## src/rtl/reg_file_pkg.sv

```systemverilog
// =============================================================================
// reg_file_pkg : shared constants and state encoding for reg_file_param
// Rev 1.0
// =============================================================================
`default_nettype none

package reg_file_pkg;

    localparam int DEFAULT_DATA_W   = 32;
    localparam int DEFAULT_NUM_REGS = 32;

    typedef enum logic {
        IDLE  = 1'b0,
        SWEEP = 1'b1
    } state_t;

endpackage

`default_nettype wire

```

## src/rtl/reg_file_clear_seq.sv

```systemverilog
// =============================================================================
// reg_file_clear_seq : clear FSM, walks the sweep counter over every register
// Rev 1.0
// =============================================================================
`default_nettype none

module reg_file_clear_seq
    import reg_file_pkg::*;
#(
    parameter int NUM_REGS = DEFAULT_NUM_REGS,
    parameter int ADDR_W   = $clog2(NUM_REGS)
) (
    input  logic              clk,
    input  logic              rst,
    input  logic              clear,
    output logic              busy,
    output logic [ADDR_W-1:0] sweep_addr,
    output logic              sweep_we
);

    localparam logic [ADDR_W-1:0] LAST_ADDR = ADDR_W'(NUM_REGS - 1);

    state_t            state;
    state_t            state_next;
    logic [ADDR_W-1:0] count;
    logic [ADDR_W-1:0] count_next;

    always_ff @(posedge clk or posedge rst) begin
        if (rst) begin
            state <= IDLE;
            count <= '0;
        end else begin
            state <= state_next;
            count <= count_next;
        end
    end

    // Clear requests during a sweep are ignored so the sweep never restarts.
    always_comb begin
        state_next = state;
        count_next = count;
        busy       = 1'b0;
        sweep_we   = 1'b0;
        case (state)
            IDLE: begin
                if (clear) begin
                    state_next = SWEEP;
                    count_next = '0;
                end
            end
            SWEEP: begin
                busy     = 1'b1;
                sweep_we = 1'b1;
                if (count == LAST_ADDR) begin
                    state_next = IDLE;
                    count_next = '0;
                end else begin
                    count_next = count + 1'b1;
                end
            end
            default: begin
                state_next = IDLE;
                count_next = '0;
            end
        endcase
    end

    assign sweep_addr = count;

endmodule

`default_nettype wire

```

## src/rtl/reg_file_param.sv

```systemverilog
// =============================================================================
// reg_file_param : parametrised register file, 2 registered read ports, 1 write
// port, optional hardwired zero register and a clear sweep.
// Optional feature macro: REG_FILE_BYPASS_EN (write-first forwarding).
// Rev 1.0
// =============================================================================
`default_nettype none

module reg_file_param
    import reg_file_pkg::*;
#(
    parameter int DATA_W   = DEFAULT_DATA_W,
    parameter int NUM_REGS = DEFAULT_NUM_REGS,
    parameter int ADDR_W   = $clog2(NUM_REGS),
    parameter bit ZERO_REG = 1'b1
) (
    input  logic              Clock,
    input  logic              Reset,
    input  logic [ADDR_W-1:0] Read_Register1,
    input  logic [ADDR_W-1:0] Read_Register2,
    input  logic              Write_Enable,
    input  logic [ADDR_W-1:0] Write_Register,
    input  logic [DATA_W-1:0] Write_Data,
    input  logic              Clear,
    output logic [DATA_W-1:0] Read_Data1,
    output logic [DATA_W-1:0] Read_Data2,
    output logic              Busy
);

    localparam logic [ADDR_W:0] REG_LIMIT = (ADDR_W + 1)'(NUM_REGS);

    logic [DATA_W-1:0] regs [NUM_REGS];
    logic              busy;
    logic [ADDR_W-1:0] sweep_addr;
    logic              sweep_we;
    logic              write_ok;
    logic [DATA_W-1:0] rd1_next;
    logic [DATA_W-1:0] rd2_next;

    function automatic logic readable(input logic [ADDR_W-1:0] a);
        return ({1'b0, a} < REG_LIMIT) && !(ZERO_REG && (a == '0));
    endfunction

    reg_file_clear_seq #(
        .NUM_REGS (NUM_REGS),
        .ADDR_W   (ADDR_W)
    ) u_clear_seq (
        .clk        (Clock),
        .rst        (Reset),
        .clear      (Clear),
        .busy       (busy),
        .sweep_addr (sweep_addr),
        .sweep_we   (sweep_we)
    );

    assign Busy = busy;

    // Clear beats a same-cycle write; the zero register and out-of-range
    // addresses are never written, which also keeps them out of forwarding.
    always_comb begin
        write_ok = Write_Enable && !busy && !Clear && readable(Write_Register);
    end

    always_comb begin
        rd1_next = '0;
        rd2_next = '0;
        if (readable(Read_Register1)) begin
            rd1_next = regs[Read_Register1];
        end
        if (readable(Read_Register2)) begin
            rd2_next = regs[Read_Register2];
        end
`ifdef REG_FILE_BYPASS_EN
        if (write_ok && (Read_Register1 == Write_Register)) begin
            rd1_next = Write_Data;
        end
        if (write_ok && (Read_Register2 == Write_Register)) begin
            rd2_next = Write_Data;
        end
`endif
    end

    always_ff @(posedge Clock or posedge Reset) begin
        if (Reset) begin
            for (int i = 0; i < NUM_REGS; i++) begin
                regs[i] <= '0;
            end
            Read_Data1 <= '0;
            Read_Data2 <= '0;
        end else begin
            if (sweep_we) begin
                regs[sweep_addr] <= '0;
            end else if (write_ok) begin
                regs[Write_Register] <= Write_Data;
            end
            Read_Data1 <= rd1_next;
            Read_Data2 <= rd2_next;
        end
    end

endmodule

`default_nettype wire

```

## config.mk

```make
export PLATFORM = sky130hd
export DESIGN_NAME = reg_file_param
export DESIGN_NICKNAME = d
export VERILOG_FILES = /design/src/rtl/reg_file_pkg.sv /design/src/rtl/reg_file_clear_seq.sv /design/src/rtl/reg_file_param.sv
export SDC_FILE = /design/constraint.sdc
export NUM_CORES = 2
export LEC_CHECK = 0
export ABC_AREA = 1
export CORE_ASPECT_RATIO = 1.4
export CORE_MARGIN = 4
export CORE_UTILIZATION = 35
export CTS_BUF_LIST = sky130_fd_sc_hd__clkbuf_4
export CTS_CLUSTER_DIAMETER = 100
export DETAILED_ROUTE_END_ITERATION = 7
export MAX_ROUTING_LAYER = met4
export PLACE_DENSITY = 0.58
export SLEW_MARGIN = 20
export SYNTH_ARGS = -nofsm -noshare
export SYNTH_HDL_FRONTEND = slang
export SYNTH_SLANG_ARGS = --single-unit
```

## constraint.sdc

```tcl
create_clock -name Clock -period 59.2 [get_ports Clock]
set_input_delay 5.92 -clock Clock [delete_from_list [all_inputs] [get_ports Clock]]
set_output_delay 5.92 -clock Clock [all_outputs]
set_load 0.02 [all_outputs]
```

# ---- Word level (Yosys, flattened, before mapping)
# Index checks and enable logic that the tools add are counted.
dict set report totals {
  input_bits 51
  output_inout_bits 65
  reg_bits 1094
}
dict set report classes {
  addsub 1
  bitwise_logic 7
  muxes 22
  n_eq_ne 2
  magnitude_cmp 6
  reduce_logical 12
}
# cell count
set op_table {}
lappend op_table {{$mux 1024} 2}
lappend op_table {{$and 1024x1024->1024} 1}
lappend op_table {{$bwmux 1024} 1}
lappend op_table {{$not 1024->1024} 1}
lappend op_table {{$bmux 32 s5} 2}
lappend op_table {{$demux 32 s5} 2}
lappend op_table {{$mux 32} 8}
lappend op_table {{$ge 6x6->1 const B} 4}
lappend op_table {{$not 5->6} 4}
lappend op_table {{$logic_not 5->1} 3}
lappend op_table {{$lt 6x1->1 const B} 2}
lappend op_table {{$mux 5} 2}
lappend op_table {{$pmux 5 s2} 1}
lappend op_table {{$add 5x1->5 const B} 1}
lappend op_table {{$eq 5x5->1 const B} 1}
lappend op_table {{$logic_and 1x1->1} 5}
lappend op_table {{$logic_not 1->1} 3}
lappend op_table {{$mux 1} 3}
lappend op_table {{$ne 2x2->1 const B} 1}
lappend op_table {{$pmux 1 s2} 1}
lappend op_table {{$reduce_bool 2->1} 1}
lappend op_table {{$not 1->1} 1}

# ---- Logic depth before layout (Yosys ltp)
dict set report logic_depth {
  depth_word 8
  mapped_depth 12
  depth_no_buf 9
}

# ---- By module
# Synthesis repeated with hierarchy kept, for this count alone.
dict set report unflattened {
  cells_unflattened 11659
  hier_area_um2 74747.9
}
# mod cells_per_inst area_each_um2 n_inst
set by_module_without_submodules {}
lappend by_module_without_submodules {reg_file_param 11627 74435.1 1}
lappend by_module_without_submodules {reg_file_clear_seq 32 312.8 1}

# ---- Least setup slack after synthesis
# OpenSTA, ideal clock, no wires.
dict set report synth_timing {
  path_type {input port to flip-flop}
  start {input port Read_Register1[1]}
  end {register Read_Data1[27]}
  path_slack_ns 52.006
  setup_ns 0.117
  t_arrival_ns 7.077
  n_path_buf 3
  stages 11
  cell_sequence {buf_2 > inv_2 > buf_2 > clkbuf_1 > nand3_1 > nand3_1 > nand2_1 > nand2_1 > nand2_1 > nor2_1 > nor2_1}
}
dict set report synth_between {
  elab_chain_len 5
}
# item line_no
set synth_lines {}
lappend synth_lines {{start, declared} reg_file_param.sv:19} ;# input logic [ADDR_W-1:0] Read_Register1,
lappend synth_lines {{$not 5->6 (implied by the code)} reg_file_param.sv:68} ;# rd1_next = regs[Read_Register1];
lappend synth_lines {{$bmux 32 s5} reg_file_param.sv:68}
lappend synth_lines {{$mux 32 (implied by the code) (2 in series)} reg_file_param.sv:68}
lappend synth_lines {{$mux 32 *} reg_file_param.sv:67} ;# if (readable(Read_Register1)) begin
lappend synth_lines {{net rd1_next[27]} reg_file_param.sv:37} ;# logic [DATA_W-1:0] rd1_next;
lappend synth_lines {{end signal, assigned} reg_file_param.sv:96} ;# Read_Data1 <= rd1_next;
lappend synth_lines {{end, declared} reg_file_param.sv:25} ;# output logic [DATA_W-1:0] Read_Data1,
# The timed path passes the listed nets; every way through them passes the cells marked *. The select of a mux whose other input is x is not followed.
# A chain may end at the register's enable or synchronous reset.

# ---- Final worst setup path
dict set report layout_timing {
  start {input port Read_Register1[0]}
  end {register Read_Data1[0]}
}
# The elaborated chain is that of the path after synthesis.

==> flow_summary.yaml <==
clock_network:
  cts_sinks: 1094
  clk_pin_slew_ps: 80
  clockBufferDepth: 4
  cts_htree_levels: 5
  clk_latency_ps: 1320
  clock-root-buffer: "clkbuf_4"
  cts_buffers: 296
  cts_tree: "yes"
  cts-resized-gates: 0
  hold_buffers: 0
  cts_setup_buffers: 0
route:
  post-route-drc-count: 0
  antenna_left: 0
  wl_um: 277600
  wl_per_cell_um: 25.83
  vias: 64564
  dr.pass1.iters: 7
  drtIter0Drc: 8966
  vias_per_cell: 6.008
worst_setup_path:
  cp_max_fo: 126
  crit_top_cell: "nand2_1"
  critPathArrivalTime_ps: 10630
  crit_path_end_kind: "flop"
  criticalPathCategory: "input pin to flop"
  cp.required_ps: 60390
  crit_path_top_delay_cell: "buf_4"
  startpoint_type: "input pin"
  cpPeakStageDelay_ps: 790
  cp_cell_sequence: "buf_8, inv_8, buf_12, buf_4, buf_4, buf_4, nand2_1, nand3_1, nand3_1, nand2_1, nand2_1, nand3_1, nand2_1, nor2_1"
power:
  seq_power_share: 0.449
  switching_share: 0.3564
  p_switching_mw: 0.6773
  total_power_mw: 1.900
  power_density_mw_per_mm2: 28.86
  power_frac_comb: 0.206
  ir_worst_vdd_mv: 0.02313
  power.internal_mw: 1.223
  p_leak_nw: 29.62
  pwr-share-clk: 0.345
final_layout:
  layout-drive-gt1-share: 0.07438
  final_net_count: 8347
  final-seq-area_mm2: 0.02738
  nFillCells: 17988
  area_growth_pct: 8.892
  multi_input_area_mm2: 0.02841
outcome:
  outcome: "completed"
placement:
  portBuffers: 115
  dp_slack_ps: 48760
  place.gp.congestion: 0.8746
  dp.final_hpwl_um: 144300
grt:
  antenna_found_initial: 10
  grt_use_total: 0.3067
  grt_max_degree: 177
  grt_pass1_wl_um: 406900
  gr-total-overflow: 0
  grt_pass1_vias: 61093
timing:
  fin_crit_ps: 9438
  worst_slack_ps: 49760
  finalHoldViolations: 0
  fmax_mhz: 106.0
  worst_pin_slew_ps: 1410
  setup_viol: 0
  rsz0062_at_grt: "no"
  tns_ps: 0
  max_slew_margin: 0.06025
  maxSlewViolCount: 0
  clock_skew_ps: 104.6
  post-route-period-util: 0.1594
die:
  rows: 180
  initial_core_util: 0.3519
  num_io_pins: 116
  core_area_mm2: 0.1718
  dieArea_mm2: 0.1796
  die_y_um: 499.8
  die_w_um: 359.3
yosys:
  synth_cell_types: 25
  synth_cells: 8552
  synth_edf_count: 0
  syn_area_mm2: 0.06046
  ys_ff_latch: 1094
  synth_warnings: 0
  avgSynthCellArea_um2: 7.070
  async_flop_share: 1.000
  synth_fp_nets: 8608
  synth-seq-area-share: 0.4528
  synth_ff_type: "dfrtp_1"
run:
  maxCapViolations: 0
worst_hold_path:
  worstHoldPathType: "flop to flop"
==> layout make-up <==
class                           count  share of cell area
Tap cell                         2275             0.04323
Inverter                          435             0.02560
Multi-Input combinational cell   6227              0.4316
Antenna cell                       14           0.0005321
Clock inverter                     63            0.004428
Sequential cell                  1094              0.4158
Timing Repair Buffer              237             0.03312
Clock buffer                      401             0.04572
==> power groups by stage <==
stage / combinational, mW / sequential (mW) / clock (mW)
detailed placement: 0.378 / 0.865 / 0
global placement: 0.375 / 0.864 / 0
CTS: 0.379 / 0.852 / 0.664
global route: 0.416 / 0.860 / 0.703
floorplan: 0.222 / 0.859 / 0
finish: 0.391 / 0.854 / 0.656
==> state kept, by name (all words and copies together) (netlist names) <==
register                flops
u_clear_seq.sweep_addr      5
u_clear_seq.state           1
Read_Data1                 32
regs                     1024
Read_Data2                 32
==> metrics by stage <==
| stage | hold WS, ps | utilization | cells | cell area [µm²] |
|---|---|---|---|---|
| after floorplan | 458.4 | - | 8552 | 60460 |
| after global placement | 471.6 | 0.3634 | 10266 | 62440 |
| after detailed placement | 475.4 | 0.3634 | 10266 | 62440 |
| after CTS | 491.7 | 0.3826 | 10730 | 65750 |
| after global routing | 515.8 | 0.3831 | 10742 | 65830 |
| final | 493.5 | 0.3832 | 10746 | 65840 |
==> kinds of logic (layout without fill, tap and decap cells) <==
logic type / after synthesis / in the layout / synth area share
and+or+nand+nor: 5007 / 5007 / 0.3549
buffers and inverters: 1231 / 1136 / 0.08168
AOI/OAI and AO/OA: 1213 / 1213 / 0.1094
DFF: 1094 / 1094 / 0.4528
adders and majority gates: 5 / 5 / 0.001035
xor gates and xnor gates: 2 / 2 / 0.0002898
other: 0 / 14 / 0
==> routing by layer <==
layer	share of wire	global-route usage	up-vias	routed length, µm
li1	-	-	27991	-
met1	0.38	0.3734	30818	104200
met2	0.44	0.4572	4521	121600
met3	0.11	0.07211	1234	30910
met4	0.075	0.1978	0	20820
met5	0	-	-	0
==> cells in the mapped netlist, types with 5 or more instances <==
| library cell | n | area, µm² |
|---|---|---|
| nand2_1 | 2678 | 10050 |
| nand3_1 | 2034 | 10180 |
| dfrtp_1 | 1094 | 27380 |
| clkbuf_1 | 469 | 1760 |
| inv_1 | 426 | 1599 |
| o21ai_0 | 403 | 2017 |
| o22ai_1 | 345 | 2158 |
| o21ai_1 | 331 | 1657 |
| nor2_1 | 263 | 987.2 |
| buf_2 | 215 | 1076 |
| buf_1 | 100 | 375.4 |
| a21oi_1 | 90 | 450.4 |
| o211ai_1 | 44 | 330.3 |
| buf_4 | 11 | 82.58 |
| nand2_2 | 10 | 62.56 |
| nand2_4 | 10 | 112.6 |
| nor3_1 | 10 | 50.05 |
| inv_2 | 8 | 30.03 |
| ha_1 | 5 | 62.56 |
==> cells in the final DEF, fill, tap and decap left out, types with 2 or more instances in the layout <==
| cell | synthesis | layout |
|---|---|---|
| o21ai_1 | 331 | 321 |
| clkinv_1 | 1 | 62 |
| nand3_2 | 0 | 2 |
| o211ai_1 | 44 | 44 |
| a21oi_1 | 90 | 90 |
| buf_2 | 215 | 2 |
| inv_8 | 0 | 5 |
| clkdlybuf4s50_1 | 0 | 105 |
| inv_4 | 0 | 2 |
| diode_2 | 0 | 14 |
| inv_2 | 8 | 19 |
| nand2_1 | 2678 | 2647 |
| inv_6 | 0 | 2 |
| nand2_2 | 10 | 28 |
| bufinv_16 | 0 | 2 |
| dfrtp_1 | 1094 | 1094 |
| o21ai_0 | 403 | 403 |
| buf_16 | 0 | 2 |
| nand2_4 | 10 | 23 |
| inv_1 | 426 | 404 |
| clkbuf_4 | 0 | 401 |
| buf_12 | 0 | 5 |
| o22ai_1 | 345 | 345 |
| o21ai_4 | 0 | 10 |
| ha_1 | 5 | 5 |
| nor2_1 | 263 | 263 |
| clkinv_2 | 0 | 2 |
| buf_8 | 0 | 4 |
| buf_6 | 1 | 3 |
| nand3_1 | 2034 | 2032 |
| buf_4 | 11 | 116 |
| nor3_1 | 10 | 10 |
==> critical path, delay by kind of cell <==
kind / cells / cell delay (ps)
and+or+nand+nor: 8 / 780
buffers and inverters: 6 / 3560
==> path summary, 6_finish.rpt <==
| path | from | slack [ps] | cells after the start | endpoint |
|---|---|---|---|---|
| worst min register to register | regs[1002] | 490 | 2 | regs[1002] |
| max in group asynchronous | Reset | 50450 | 6 | regs[801] |
| worst max-delay path | Read_Register1[0] | 49760 | 14 | Read_Data1[0] |
| worst max register to register | u_clear_seq.state | 54490 | 9 | regs[212] |
| min in group asynchronous | Reset | 5200 | 2 | regs[123] |
| worst min-delay path | regs[1002] | 490 | 2 | regs[1002] |
Power figures use the tool's default switching activity.
